File: config.mk
export PLATFORM = sky130hd
export DESIGN_NAME = alu_serial
export DESIGN_NICKNAME = d
export VERILOG_FILES = /design/src/rtl/alu_serial.sv
export SDC_FILE = /design/constraint.sdc
export NUM_CORES = 1
export LEC_CHECK = 0
export ABC_AREA = 0
export CORE_UTILIZATION = 35
export DETAILED_ROUTE_END_ITERATION = 10
export PLACE_DENSITY_LB_ADDON = 0.1
export SLEW_MARGIN = 20
export SYNTH_ARGS = -nofsm -noshare
export SYNTH_HDL_FRONTEND = slang
export SYNTH_SLANG_ARGS = --single-unit
File: constraint.sdc
create_clock -name clk -period 2.6 [get_ports clk]
set_input_delay 0.65 -clock clk [delete_from_list [all_inputs] [get_ports clk]]
set_output_delay 0.65 -clock clk [all_outputs]
set_load 0.01 [all_outputs]
File: src/rtl/alu_serial.sv
// alu_serial: digit-serial ALU. WIDTH-bit operands are processed DIGIT bits per
// clock, least significant slice first, with a carry register chaining slices.
// Every operation is X + Y + cin (arithmetic) or X ^ Y (logic), where X, Y and
// cin are selected from A, B and the 4-bit {mode,opcode} when start is accepted.
// A start/busy/done handshake frames each operation. Result and flags are
// visible only from the done pulse on, and are held until the next one.
module alu_serial #(
   parameter int WIDTH = 8,
   parameter int DIGIT = 1
) (
   input  logic             clk,
   input  logic             reset,
   input  logic             start,
   input  logic [1:0]       mode,
   input  logic [1:0]       opcode,
   input  logic [WIDTH-1:0] ain,
   input  logic [WIDTH-1:0] bin,
   output logic             busy,
   output logic             done,
   output logic [WIDTH-1:0] result,
   output logic             cout,
   output logic             ovf,
   output logic             zero,
   output logic             err
);

   localparam int            NSLICE = WIDTH / DIGIT;
   localparam int            CW     = (NSLICE > 1) ? $clog2(NSLICE) : 1;
   localparam logic [CW-1:0] LAST   = CW'(NSLICE - 1);

   // The slicing only makes sense if the operand splits into whole digits.
   if (WIDTH % DIGIT != 0) begin : g_width_check
      $error("alu_serial: WIDTH must be a multiple of DIGIT");
   end

   typedef enum logic [1:0] {
      S_IDLE,
      S_RUN,
      S_DONE
   } state_t;

   state_t state, state_nx;

   // Operation decode, valid only while a start is being accepted.
   logic [WIDTH-1:0] dec_x, dec_y;
   logic             dec_cin, dec_logic, dec_illegal;
   logic             accept;

   // Working registers for the operation in flight.
   logic [WIDTH-1:0] x_q, y_q, acc;
   logic [CW-1:0]    cnt;
   logic             carry_q, logic_q, illegal_q, ovf_q;

   // Current slice arithmetic.
   logic [DIGIT-1:0] x_sl, y_sl, s_sl;
   logic [DIGIT:0]   sum_ext;
   logic             c_msb_in;

   // A start is taken only in IDLE once the previous done pulse has gone.
   assign accept = (state == S_IDLE) && start && !done;

   // Map {mode,opcode} onto the X, Y, cin operands of the common adder form.
   always_comb begin
      // NOTE: every combinational output gets a default before the case, so no
      // path leaves a signal unassigned and no latch is inferred.
      dec_x       = ain;
      dec_y       = '0;
      dec_cin     = 1'b0;
      dec_logic   = 1'b0;
      dec_illegal = 1'b0;
      case ({mode, opcode})
         4'b0000: dec_logic = 1'b1;                                   // A
         4'b0001: begin dec_x = ~ain; dec_logic = 1'b1; end           // ~A
         4'b0010: begin dec_y = bin;  dec_logic = 1'b1; end           // A^B
         4'b0011: begin                                               // ~(A^B)
            dec_x     = ~ain;
            dec_y     = bin;
            dec_logic = 1'b1;
         end
         4'b0100: ;                                                   // A
         4'b0101: dec_x = ~ain;                                       // ~A
         4'b0110: dec_y = bin;                                        // A+B
         4'b0111: begin dec_y = ~bin; dec_cin = 1'b1; end             // A-B
         4'b1000: dec_cin = 1'b1;                                     // A+1
         4'b1001: begin dec_x = ~ain; dec_cin = 1'b1; end             // -A
         4'b1010: begin dec_y = bin;  dec_cin = 1'b1; end             // A+B+1
         4'b1011: begin                                               // B-A
            dec_x   = ~ain;
            dec_y   = bin;
            dec_cin = 1'b1;
         end
         default: begin
            dec_x       = '0;
            dec_illegal = 1'b1;
         end
      endcase
   end

   // One digit of the adder (or XOR for logic ops) on the slice selected by cnt.
   always_comb begin
      x_sl     = x_q[cnt*DIGIT +: DIGIT];
      y_sl     = y_q[cnt*DIGIT +: DIGIT];
      sum_ext  = {1'b0, x_sl} + {1'b0, y_sl} + {{DIGIT{1'b0}}, carry_q};
      s_sl     = logic_q ? (x_sl ^ y_sl) : sum_ext[DIGIT-1:0];
      // Carry into the top bit of this slice; only meaningful on the last slice.
      c_msb_in = sum_ext[DIGIT-1] ^ x_sl[DIGIT-1] ^ y_sl[DIGIT-1];
   end

   // State register.
   always_ff @(posedge clk) begin
      // NOTE: sequential state uses non-blocking assignments so every register
      // samples pre-edge values, independent of statement order.
      if (reset) state <= S_IDLE;
      else       state <= state_nx;
   end

   // Next-state logic and handshake outputs.
   always_comb begin
      state_nx = state;
      case (state)
         S_IDLE: if (accept) state_nx = dec_illegal ? S_DONE : S_RUN;
         S_RUN:  if (cnt == LAST) state_nx = S_DONE;
         S_DONE: state_nx = S_IDLE;
         default: state_nx = S_IDLE;
      endcase
      busy = (state != S_IDLE) || done;
   end

   // Operand and partial-result storage.
   always_ff @(posedge clk) begin
      // NOTE: these datapath registers have no reset; they are always loaded on
      // an accepted start before they are read, and nothing visible depends on
      // them otherwise.
      if (accept) begin
         x_q <= dec_x;
         y_q <= dec_y;
         acc <= '0;
      end else if (state == S_RUN) begin
         acc[cnt*DIGIT +: DIGIT] <= s_sl;
      end
   end

   // Slice sequencing: carry chain, slice counter and operation class.
   always_ff @(posedge clk) begin
      if (reset) begin
         carry_q   <= 1'b0;
         cnt       <= '0;
         logic_q   <= 1'b0;
         illegal_q <= 1'b0;
         ovf_q     <= 1'b0;
      end else if (accept) begin
         carry_q   <= dec_cin;
         cnt       <= '0;
         logic_q   <= dec_logic | dec_illegal;
         illegal_q <= dec_illegal;
         ovf_q     <= 1'b0;
      end else if (state == S_RUN) begin
         if (!logic_q) carry_q <= sum_ext[DIGIT];
         if (cnt == LAST) ovf_q <= ~logic_q & (c_msb_in ^ sum_ext[DIGIT]);
         cnt <= cnt + CW'(1);
      end
   end

   // Visible result and flags, published together with the done pulse.
   always_ff @(posedge clk) begin
      if (reset) begin
         done   <= 1'b0;
         result <= '0;
         cout   <= 1'b0;
         ovf    <= 1'b0;
         zero   <= 1'b0;
         err    <= 1'b0;
      end else begin
         done <= (state == S_DONE);
         if (accept && !dec_illegal) err <= 1'b0;
         if (state == S_DONE) begin
            result <= acc;
            cout   <= ~logic_q & carry_q;
            ovf    <= ovf_q;
            zero   <= (acc == '0);
            err    <= illegal_q;
         end
      end
   end

endmodule
==> flow_summary.html <==
<table>
<tr><th>Metric</th><th>Value</th></tr>
<tr><th colspan="2">Yosys</th></tr>
<tr><td>Share of synthesized area occupied by flip-flops and latches</td><td>0.437</td></tr>
<tr><td>Mux cell area share after synthesis</td><td>0.127</td></tr>
<tr><td>Area share of xor/xnor cells in the synthesized design</td><td>0.0354</td></tr>
<tr><td>Largest family of logic cells by synthesized area</td><td>simple AND/OR/NAND/NOR gates</td></tr>
<tr><td>Asr flop ratio synth</td><td>0</td></tr>
<tr><td>Fraction of the mapped netlist area in adder cells</td><td>0.0739</td></tr>
<tr><td>Synthesized netlist net count</td><td>around 290</td></tr>
<tr><td>Number of library cell types mapped by synthesis</td><td>44</td></tr>
<tr><td>Synthesized-area fraction occupied by ao, oa, aoi and oai cells</td><td>0.0992</td></tr>
<tr><td>Mapped Cells</td><td>between 200 and 300</td></tr>
<tr><td>Number of synthesized register bits</td><td>46</td></tr>
<tr><td>Post-Syn Area</td><td>around 2500 sq um</td></tr>
<tr><td>Post-synth EDFFs</td><td>16</td></tr>
<tr><td>Post-synthesis area per instance</td><td>approximately 9.8 sq um</td></tr>
<tr><td>Yosys synthesis warning count</td><td>0</td></tr>
<tr><td>Top FF cell, synth</td><td>sky130_fd_sc_hd__dfxtp_1</td></tr>
<tr><td>Simple-gate area share of the yosys netlist</td><td>0.192</td></tr>
<tr><th colspan="2">Layout</th></tr>
<tr><td>NumNets Final</td><td>330</td></tr>
<tr><td>Antenna cells</td><td>0</td></tr>
<tr><td>Fin cells</td><td>about 400</td></tr>
<tr><td>Ratio of cells with drive above 1 in the final layout</td><td>0.0922</td></tr>
<tr><td>Area Growth Syn to Fin</td><td>23.9%</td></tr>
<tr><th colspan="2">Timing</th></tr>
<tr><td>Tightest slew margin relative to the limit</td><td>0.491</td></tr>
<tr><td>Pins over their slew limit</td><td>0</td></tr>
<tr><td>Post-layout min period</td><td>2540 ps</td></tr>
<tr><td>Fraction of the cycle the final worst path needs</td><td>0.975</td></tr>
<tr><td>Actual transition at the worst max-transition pin</td><td>about 760 ps</td></tr>
<tr><td>Final setup margin</td><td>~64 ps</td></tr>
<tr><td>Total setup violations reported at the end of the flow</td><td>0</td></tr>
<tr><td>Maximum clock rate</td><td>just under 400 MHz</td></tr>
<tr><td>Fin Clk Skew</td><td>around 8 ps</td></tr>
<tr><td>Number of failing hold endpoints at the final stage</td><td>0</td></tr>
<tr><td>RSZ-0062 raised after global routing</td><td>yes</td></tr>
<tr><th colspan="2">Critical path</th></tr>
<tr><td>Maximum net fanout on the critical path</td><td>5</td></tr>
<tr><td>Launching point of the worst reg2reg path</td><td>cnt[0]$_SDFFE_PP0P_</td></tr>
<tr><td>Data arrival time at the worst-slack endpoint</td><td>approximately 2800 ps</td></tr>
<tr><td>Ordered list of cells on the worst path</td><td>mux4_1 &gt; mux2_2 &gt; fa_1 &gt; nor2_1 &gt; nor4_1 &gt; nand2_1 &gt; o21ai_1</td></tr>
<tr><td>Sort of element at the end of the critical path</td><td>register</td></tr>
<tr><td>Required time at the worst-slack endpoint</td><td>2830 ps</td></tr>
<tr><td>Register-to-register setup slack</td><td>roughly 64 ps</td></tr>
<tr><td>Worst path top cell family by delay</td><td>multiplexers</td></tr>
<tr><td>Crit path kind</td><td>register to register</td></tr>
<tr><td>Peak per-stage delay on the critical path</td><td>570 ps</td></tr>
<tr><td>End of the worst register-to-register path</td><td>acc[1]$_SDFFE_PP0P_</td></tr>
<tr><td>Type of element launching the critical path</td><td>register</td></tr>
<tr><td>Cell with the largest stage delay on the worst path</td><td>sky130_fd_sc_hd__mux4_1</td></tr>
<tr><td>End of the critical path</td><td>acc[1]$_SDFFE_PP0P_</td></tr>
<tr><td>Register-to-Register Path Depth</td><td>7</td></tr>
<tr><td>Crit path depth</td><td>7</td></tr>
<tr><td>First element of the critical path</td><td>cnt[0]$_SDFFE_PP0P_</td></tr>
<tr><td>Buf/Inv on CP</td><td>0</td></tr>
<tr><th colspan="2">Floorplanning</th></tr>
<tr><td>Die Footprint</td><td>7400 sq um</td></tr>
<tr><td>Starting Density</td><td>0.364</td></tr>
<tr><td>IO Pins</td><td>37</td></tr>
<tr><td>Number of standard-cell rows in the floorplan</td><td>30</td></tr>
<tr><td>Area of the core</td><td>roughly 6800 sq um</td></tr>
<tr><td>Horizontal die dimension</td><td>around 86 um</td></tr>
<tr><td>Die H</td><td>roughly 86 um</td></tr>
<tr><th colspan="2">Power and ir drop</th></tr>
<tr><td>Power share of the clock group</td><td>0.281</td></tr>
<tr><td>Switching share of total power</td><td>0.268</td></tr>
<tr><td>Share of total power in sequential cells</td><td>0.538</td></tr>
<tr><td>Reported leakage power</td><td>around 1.1 nW</td></tr>
<tr><td>Power Dens Cells</td><td>494 nW/um^2</td></tr>
<tr><td>Comb power frac</td><td>0.180</td></tr>
<tr><td>Overall power after layout</td><td>1.51 mW</td></tr>
<tr><td>Net Sw Power</td><td>approximately 400 uW</td></tr>
<tr><td>Maximum resistive drop on vdd</td><td>about 0.19 mV</td></tr>
<tr><td>Internal cell power</td><td>around 1.1 mW</td></tr>
<tr><th colspan="2">CTS</th></tr>
<tr><td>CTS tree</td><td>yes</td></tr>
<tr><td>Root buf cell</td><td>sky130_fd_sc_hd__clkbuf_8</td></tr>
<tr><td>Worst-case clock buffer depth</td><td>2</td></tr>
<tr><td>Clock-pin slew reported for the worst setup and hold paths after clock tree synthesis</td><td>around 90 ps</td></tr>
<tr><td>Worst-skew pair later-pin latency</td><td>roughly 300 ps</td></tr>
<tr><td>Total CTS buffers</td><td>5</td></tr>
<tr><td>Setup Fix Bufs, Post-CTS</td><td>0</td></tr>
<tr><td>Max H-tree Level</td><td>2</td></tr>
<tr><td>Sinks on the clock net</td><td>46</td></tr>
<tr><th colspan="2">Placement</th></tr>
<tr><td>Inst Count DP</td><td>382</td></tr>
<tr><td>HPWL after detailed placement</td><td>roughly 3900 um</td></tr>
<tr><td>Worst setup slack after placement</td><td>about 110 ps</td></tr>
<tr><td>Port bufs</td><td>36</td></tr>
<tr><td>Final weighted congestion in routability-driven placement</td><td>~0.80</td></tr>
<tr><th colspan="2">Routing</th></tr>
<tr><td>ANT nets after route</td><td>0</td></tr>
<tr><td>Post-detailed-route via-to-cell ratio</td><td>~4.8</td></tr>
<tr><td>Overall routed net length</td><td>around 5200 um</td></tr>
<tr><td>DR WL/cell</td><td>roughly 13 um</td></tr>
<tr><td>DRC marker count from the first detailed-route iteration</td><td>between 100 and 150</td></tr>
<tr><td>Via total after detailed routing</td><td>approximately 1.9k</td></tr>
<tr><td>DRC violations left</td><td>0</td></tr>
<tr><td>First drt pass iteration count</td><td>4</td></tr>
<tr><th colspan="2">Global routing</th></tr>
<tr><td>Aggregate global-route resource usage</td><td>0.153</td></tr>
<tr><td>Total global routing overflow</td><td>0</td></tr>
<tr><td>Number of global-route vias before repair</td><td>~1.8k</td></tr>
<tr><td>Number of antenna violations at the first check in global routing</td><td>0</td></tr>
<tr><td>First-pass GRT wire length</td><td>around 8800 um</td></tr>
<tr><td>Largest net degree at the start of global routing</td><td>19</td></tr>
<tr><th colspan="2">Flow run</th></tr>
<tr><td>Max cap viols</td><td>0</td></tr>
<tr><th colspan="2">Worst hold path</th></tr>
<tr><td>Hold WC Path Type</td><td>register to register</td></tr>
<tr><th colspan="2">Status</th></tr>
<tr><td>Status</td><td>finished clean</td></tr>
</table>
==> Yosys cell counts, drive strengths merged (2+ instances only) <==
cell / n / area share
xor2: 9 / 0.032
mux2i: 16 / 0.065
a21oi: 17 / 0.034
inv: 7 / 0.011
nor2b: 5 / 0.013
o31ai: 2 / 0.0061
nor3: 3 / 0.0061
nand3: 15 / 0.030
dfxtp: 30 / 0.24
nand2b: 4 / 0.010
nor4: 5 / 0.013
edfxtp: 16 / 0.19
o21ai: 7 / 0.014
o21bai: 2 / 0.0061
buf: 5 / 0.013
nand2: 47 / 0.071
nor2: 14 / 0.021
nor3b: 2 / 0.0081
mux4: 6 / 0.058
o31a: 2 / 0.0071
or3: 4 / 0.010
a211oi: 2 / 0.0061
ha: 13 / 0.066
o22ai: 2 / 0.011
clkbuf: 6 / 0.0091
==> per-stage QoR <==
| step | TNS, ps | cell area (sq um) | utilization | hold WS, ps |
|---|---|---|---|---|
| final | 0 | 3060 | 0.451 | 456 |
| after global routing | -303 | 3060 | 0.451 | 480 |
| after CTS | 0 | 3060 | 0.450 | 459 |
| after detailed placement | 0 | 2980 | 0.438 | 447 |
| after global placement | 0 | 2980 | 0.438 | 446 |
| after floorplan | 0 | 2470 | - | 432 |
==> sequential cells by signal, indices dropped and copies added, names as in the netlist <==
name / flops
acc: 8
result: 8
x_q: 8
y_q: 8
cnt: 3
state: 2
carry_q: 1
cout: 1
done: 1
err: 1
illegal_q: 1
logic_q: 1
ovf: 1
ovf_q: 1
zero: 1
==> tightest hold or removal path, cell delays in order, from the launching register on <==
cell and delay (ps):
sky130_fd_sc_hd__dfxtp_1 320, sky130_fd_sc_hd__nand2_1 50, sky130_fd_sc_hd__a21oi_1 50
==> final cells by class <==
| type | instances | area, sq um |
|---|---|---|
| Clock buffer | 6 | 73.8 |
| Clock inverter | 1 | 6.26 |
| Fill cell | 683 | 3730 |
| Inverter | 8 | 31.3 |
| Multi-Input combinational cell | 187 | 1310 |
| Sequential cell | 46 | 1080 |
| Tap cell | 96 | 120 |
| Timing Repair Buffer | 45 | 440 |
==> layout by cell type, fill, tap and decap left out, types with 8 or more instances in the layout <==
cell type and n:
sky130_fd_sc_hd__xor2_1 9, sky130_fd_sc_hd__nand3_1 15, sky130_fd_sc_hd__ha_1 13, sky130_fd_sc_hd__buf_4 8
sky130_fd_sc_hd__nand2_1 47, sky130_fd_sc_hd__clkdlybuf4s50_1 36, sky130_fd_sc_hd__a21oi_1 17, sky130_fd_sc_hd__mux2i_1 16
sky130_fd_sc_hd__dfxtp_1 30, sky130_fd_sc_hd__edfxtp_1 16, sky130_fd_sc_hd__nor2_1 14
==> what timing repair did <==
| item | 4_1_cts | 5_1_grt |
|---|---|---|
| hold buffers | 0 | 0 |
| endpoints found under the hold margin | 0 | 0 |
| setup endpoints to repair | 0 | 6 |
| resized for setup | 0 | 1 |
==> how the worst min path moves through the flow <==
stage	depth (start not counted)	slack, ps	start	endpoint
2_1_floorplan	2	430	ovf_q$_SDFFE_PP0P_	ovf$_SDFFE_PP0P_
3_3_place_gp	2	450	illegal_q$_SDFFE_PP0P_	illegal_q$_SDFFE_PP0P_
3_5_place_dp	2	450	ovf$_SDFFE_PP0P_	ovf$_SDFFE_PP0P_
4_1_cts	2	460	ovf$_SDFFE_PP0P_	ovf$_SDFFE_PP0P_
5_1_grt	2	480	result[5]$_SDFFE_PP0P_	result[5]$_SDFFE_PP0P_
6_report	2	460	result[3]$_SDFFE_PP0P_	result[3]$_SDFFE_PP0P_
==> kinds of logic after synthesis <==
family,after synthesis
AND/OR/NAND/NOR,102
flip-flops,46
AO/OA/AOI/OAI,38
multiplexers,23
buffers and inverters,19
adder cells (fa/ha/maj),14
XOR/XNOR,10
==> power groups by stage <==
stage	sequential [mW]	combinational [mW]	clock, mW
floorplan	0.821	0.177	0
global placement	0.831	0.275	0
detailed placement	0.832	0.273	0
CTS	0.816	0.275	0.441
global route	0.820	0.301	0.467
finish	0.814	0.273	0.425
==> layer usage <==
layer	vias up	global-route usage	routed length, um
li1	973	-	-
met1	862	0.219	2640
met2	32	0.224	2350
met3	6	0.0298	128
met4	0	0.0621	70
met5	-	0	0
Power figures use the tool's default switching activity.
